[src/rtl/debounce_pkg.sv]
// Shared debounce constants: FSM state encodings and default filter sizing.
// No logic; imported by input_debouncer and other input-conditioning stages.
// No flow control.
package debounce_pkg;

    localparam logic [1:0] S_LOW      = 2'b00;
    localparam logic [1:0] S_RISE_CHK = 2'b01;
    localparam logic [1:0] S_HIGH     = 2'b10;
    localparam logic [1:0] S_FALL_CHK = 2'b11;

    localparam int DEF_SYNC_STAGES   = 2;
    localparam int DEF_STABLE_CYCLES = 4;

endpackage

[src/rtl/sync_chain.sv]
// Multi-flop synchronizer for a single asynchronous bit into clk.
// Latency: STAGES clk edges from d to q.
// No flow control; samples every edge.
module sync_chain #(
    parameter int STAGES = 2
) (
    input  logic clk,
    input  logic rst,
    input  logic d,
    output logic q
);

    logic [STAGES-1:0] sync_q;
    logic [STAGES-1:0] sync_d;

    always_comb begin
        sync_d = {sync_q[STAGES-2:0], d};
    end

    always_ff @(posedge clk or posedge rst) begin
        if (rst) begin
            sync_q <= '0;
        end else begin
            sync_q <= sync_d;
        end
    end

    assign q = sync_q[STAGES-1];

endmodule

[src/rtl/input_debouncer.sv]
// Synchronizes and debounces a raw button bit; emits clean level and one-cycle edge pulses (fall_pulse only with FALL_PULSE_EN).
// Latency: SYNC_STAGES+STABLE_CYCLES clk edges from a stable raw change to level/pulse.
// No backpressure; pulses are single-cycle and never back-to-back.
module input_debouncer
    import debounce_pkg::*;
#(
    parameter int SYNC_STAGES   = DEF_SYNC_STAGES,
    parameter int STABLE_CYCLES = DEF_STABLE_CYCLES
) (
    input  logic clk,
    input  logic rst,
    input  logic btn_raw,
    output logic level,
    output logic pulse
`ifdef FALL_PULSE_EN
    ,
    output logic fall_pulse
`endif
);

    localparam int CNT_W = $clog2(STABLE_CYCLES + 1);
    localparam logic [CNT_W-1:0] CNT_LAST = CNT_W'(STABLE_CYCLES - 1);
    localparam logic [CNT_W-1:0] CNT_ONE  = CNT_W'(1);

    logic             sync_q;
    logic [1:0]       state_q, state_d;
    logic [CNT_W-1:0] cnt_q, cnt_d;
    logic             level_q, level_d;
    logic             pulse_q, pulse_d;
`ifdef FALL_PULSE_EN
    logic             fall_pulse_q, fall_pulse_d;
`endif

    sync_chain #(
        .STAGES (SYNC_STAGES)
    ) u_sync (
        .clk (clk),
        .rst (rst),
        .d   (btn_raw),
        .q   (sync_q)
    );

    // Any reversal inside a check state falls back to the stable state and restarts the count.
    always_comb begin
        state_d = state_q;
        cnt_d   = cnt_q;
        level_d = level_q;
        pulse_d = 1'b0;
`ifdef FALL_PULSE_EN
        fall_pulse_d = 1'b0;
`endif
        case (state_q)
            S_LOW: begin
                if (sync_q) begin
                    state_d = S_RISE_CHK;
                    cnt_d   = CNT_ONE;
                end else begin
                    cnt_d   = '0;
                end
            end
            S_RISE_CHK: begin
                if (!sync_q) begin
                    state_d = S_LOW;
                    cnt_d   = '0;
                end else if (cnt_q == CNT_LAST) begin
                    state_d = S_HIGH;
                    level_d = 1'b1;
                    pulse_d = 1'b1;
                    cnt_d   = '0;
                end else begin
                    cnt_d   = cnt_q + CNT_ONE;
                end
            end
            S_HIGH: begin
                if (!sync_q) begin
                    state_d = S_FALL_CHK;
                    cnt_d   = CNT_ONE;
                end else begin
                    cnt_d   = '0;
                end
            end
            S_FALL_CHK: begin
                if (sync_q) begin
                    state_d = S_HIGH;
                    cnt_d   = '0;
                end else if (cnt_q == CNT_LAST) begin
                    state_d = S_LOW;
                    level_d = 1'b0;
`ifdef FALL_PULSE_EN
                    fall_pulse_d = 1'b1;
`endif
                    cnt_d   = '0;
                end else begin
                    cnt_d   = cnt_q + CNT_ONE;
                end
            end
            default: begin
                state_d = S_LOW;
                cnt_d   = '0;
            end
        endcase
    end

    always_ff @(posedge clk or posedge rst) begin
        if (rst) begin
            state_q <= S_LOW;
            cnt_q   <= '0;
            level_q <= 1'b0;
            pulse_q <= 1'b0;
`ifdef FALL_PULSE_EN
            fall_pulse_q <= 1'b0;
`endif
        end else begin
            state_q <= state_d;
            cnt_q   <= cnt_d;
            level_q <= level_d;
            pulse_q <= pulse_d;
`ifdef FALL_PULSE_EN
            fall_pulse_q <= fall_pulse_d;
`endif
        end
    end

    assign level = level_q;
    assign pulse = pulse_q;
`ifdef FALL_PULSE_EN
    assign fall_pulse = fall_pulse_q;
`endif

endmodule

[config.mk]
export PLATFORM = sky130hd
export DESIGN_NAME = input_debouncer
export DESIGN_NICKNAME = d
export VERILOG_FILES = /design/src/rtl/debounce_pkg.sv /design/src/rtl/sync_chain.sv /design/src/rtl/input_debouncer.sv
export SDC_FILE = /design/constraint.sdc
export NUM_CORES = 1
export LEC_CHECK = 0
export CORE_UTILIZATION = 25
export CTS_CLUSTER_SIZE = 10
export DETAILED_ROUTE_END_ITERATION = 6
export PLACE_DENSITY = 0.48
export SETUP_SLACK_MARGIN = 0.02
export SLEW_MARGIN = 20
export SYNTH_ARGS = -nofsm -noshare
export SYNTH_HDL_FRONTEND = slang
export SYNTH_SLANG_ARGS = --single-unit
export TNS_END_PERCENT = 10
[constraint.sdc]
create_clock -name clk -period 1.46 [get_ports clk]
set_input_delay 0.146 -clock clk [delete_from_list [all_inputs] [get_ports clk]]
set_output_delay 0.146 -clock clk [all_outputs]
set_load 0.1 [all_outputs]
# Yosys cells after proc, flatten, opt, wreduce, memory -nomap -nowiden
# Index checks and enable logic that the tools add are counted.
# classes
mul	0
n_reduce_logical	4
n_eq_ne	12
n_lt_le_gt_ge	0
n_addsub	1
n_div	0
bitwise_logic	0
n_shift	0
mux	21
# op_table
operator	n
$mux W2	6
$pmux W3 S4	1
$mux W1	9
$mux W3	3
$ne A2 B2 Y1 const B	4
$pmux W2 S4	1
$reduce_and A5 Y1	1
$eq A2 B2 Y1 const B	2
$ne A2 B1 Y1 const B	2
$reduce_and A4 Y1	1
$add A3 B1 Y3 const B	1
$eq A3 B2 Y1 const B	1
$ne A3 B2 Y1 const B	1
$ne A3 B3 Y1 const B	1
$eq A2 B1 Y1 const B	1
$logic_not A2 Y1	1
$pmux W1 S2	1
$reduce_bool A2 Y1	1
# totals
output_inout_bits	2
mem_bits_ro	0
regBits	9
in_bits	3
latchBits	0
wordCells	43
mem_count	0
ram_bits	0

# Longest topological paths before layout
# depth
ltp_word	4
depth_mapped	4
ltp_nobuf	4

# Modules after synthesis
# Synthesis repeated with hierarchy kept, for this count alone.
# hier_totals
hier_cells	26
area_unflattened_um2	352.8
# by_module_without_submodules
mod	seq_area_each_um2	cells_per_inst	instances	area_per_inst_um2
input_debouncer	175.2	23	1	299.0
sync_chain	50.0	3	1	53.8

# Worst setup path before layout
# Ideal clock, no wire load.
# synth_path
path_kind	register to register
from	register level (netlist name)
to	register level_q, in the netlist level
period_less_slack_ns	1.263
setup_ns	0.083
t_required_ns	1.377
n_path_buf	0
setup_slack_ns	0.197
path_stages_with_launch	3
arrival_ns	1.180
path_cell_list	dfrtp_1 o21ai_0 o21ai_0
# synth_lines
item	line	rtl
end signal, assigned	input_debouncer.sv:116	level_q <= level_d;
end, declared	input_debouncer.sv:28	logic level_q, level_d;

==> metrics.txt <==
status=completed; Nets=38; Layout Skew=0.002585 ns; CP max FO=4; Syn Std Cell Area=349.1 µm²; Post-DP Area=427.9 µm²; Fill cells=140; # DRC=0; Initial DRT Pass Iterations=2; Worst IR Drop VDD=0.0005833 V; critical path arrival=1.38 ns; I/O pin total=5; FF+latch count, synth=9; Post-CTS Setup Bufs=0; Die W=39.37 µm; Resized cells post-CTS=0; root buffer cell=clkbuf_4; initial antenna violation count=0; Fmax achieved=0.8087 GHz; relative slew slack=0.7743; final period utilization=0.8469; vias in the first global route=222; GRT overflow=0; min Tclk post-route=1.237 ns; H-tree depth=1; yosys warns=0; ANT cells=0; IO buf count=4; total number of vias=215; clock sinks=9; PwrDens=1560 nW/µm²; area of the core=1301 µm²; DR iter-0 viols=2; Area growth, synth to finish=30.11%; dpl hpwl=369.7 µm; share of layout cells above drive strength 1=0.3030; critical path startpoint category=register; CTS tree=done; clock slew at reported path FFs=0.06 ns; Starting Density=0.2683; Leakage=0.0002032 µW; RSZ-0062 raised after global routing=false; Max Slew Vio Count=0; final hold violations=0; cts hold-fix bufs=0; largest net degree at the start of global routing=10; DRT Wirelength=490 µm; min-delay worst type=input pin to asynchronous set/reset pin; total placed cells including tap cells=44; first-pass GRT wire length=772 µm; Final Instance Area=454.2 µm²; Critical Path End Type=register; Util after Layout=0.3490; Setup TNS=0 ns; clk_lat worst skew=0.25 ns; syn_nets=29; die area=1550 µm²; CTS max path bufs=2; drt wl/cell=10.21 µm; global-route usage over all layers=0.07572; Placement Rows=13; Tightest Pin Transition=0.3382 ns; Crit Path Class=register to register; WP data required=1.60 ns; non-filler cells, final=48; final setup vio count=0; post-synthesis cell type count=13; CTS Buf Count=3; mean number of vias per cell=4.479; Final Hold Slack=0.1586 ns; max cap viols=0; height of the die=39.37 µm; sequential area share after synthesis=0.6452; routability cong.=0.7319; antenna viol nets, final=0; Post-Syn Instances=25; Avg Cell Area, Syn=13.96 µm²
[synth_stat cells]
cell	number	area share
dfrtp_1	9	0.65
xor2_1	1	0.025
nand3b_1	1	0.022
o21ai_0	3	0.043
inv_1	1	0.011
nor3b_2	2	0.072
mux2_2	1	0.032
nand2_1	1	0.011
a31oi_1	1	0.018
ha_1	1	0.036
nor3b_1	1	0.022
and2b_1	1	0.022
and2_2	2	0.043
[power breakdown]
group	internal (µW)	leakage, µW	switching (µW)	total (µW)
Clock	105	0.0000150	78.7	184
Combinational	89.9	0.0000781	81.4	171
Sequential	309	0.000110	44.6	354
Total	504	0.000203	205	709
[metrics by stage]
stage / worst slack [ns] / power [µW]
finish: 0.2235 / 708.7
global route: 0.1593 / 749.8
CTS: 0.2136 / 720.6
detailed placement: 0.2273 / 533.7
global placement: 0.2259 / 525.5
floorplan: 0.1965 / 485.7
[layer usage]
metal,GRT usage,up-vias,part of all wire
met4,0.05172,0,0
li1,-,101,-
met5,0,-,0
met1,0.07857,111,0.44
met3,0.01705,0,0.039
met2,0.1333,3,0.52
[worst paths after layout]
kind | endpoint | cells past startpoint | start | slack (ns)
max | register | 3 | cnt_q[0] | 0.22
min | asynchronous set/reset pin | 2 | rst | 0.16
max reg2reg | register | 3 | cnt_q[0] | 0.22
min reg2reg | u_sync.sync_q[1] | 0 | u_sync.sync_q[0] | 0.36
max in group asynchronous | cnt_q[2] | 2 | rst | 1.05
min in group clk | u_sync.sync_q[0] | 1 | btn_raw | 0.33
[kinds of logic after synthesis]
kind of cell | synth area share
simple gates | 0.1900
buf+inv | 0.01074
fa+ha+maj | 0.03584
flops | 0.6452
compound gates | 0.06093
mux | 0.03226
xor+xnor | 0.02509
[cell type report]
class | instances | area, µm² | share of cell area
clock buffer | 4 | 26.28 | 0.05785
multi-input combinational | 15 | 120.1 | 0.2645
inverter | 1 | 3.754 | 0.008264
sequential | 9 | 225.2 | 0.4959
tap | 15 | 18.77 | 0.04132
timing repair buffer | 4 | 60.06 | 0.1322
[cell usage in the layout, fill, tap and decap left out]
| cell | instances |
|---|---|
| a31oi_1 | 1 |
| and2_2 | 2 |
| and2b_1 | 1 |
| buf_12 | 2 |
| clkbuf_1 | 1 |
| clkbuf_4 | 3 |
| clkdlybuf4s50_1 | 2 |
| dfrtp_1 | 9 |
| ha_1 | 1 |
| inv_1 | 1 |
| mux2_2 | 1 |
| nand2_1 | 1 |
| nand3b_1 | 1 |
| nor3b_1 | 1 |
| nor3b_2 | 2 |
| o21ai_0 | 3 |
| xor2_1 | 1 |
[critical path, stage by stage, from the launching register on]
cell and delay [ns]:
dfrtp_1 0.38, ha_1 0.24, nand3b_1 0.16, mux2_2 0.35
Note: power is estimated with default switching activity, not from simulation.
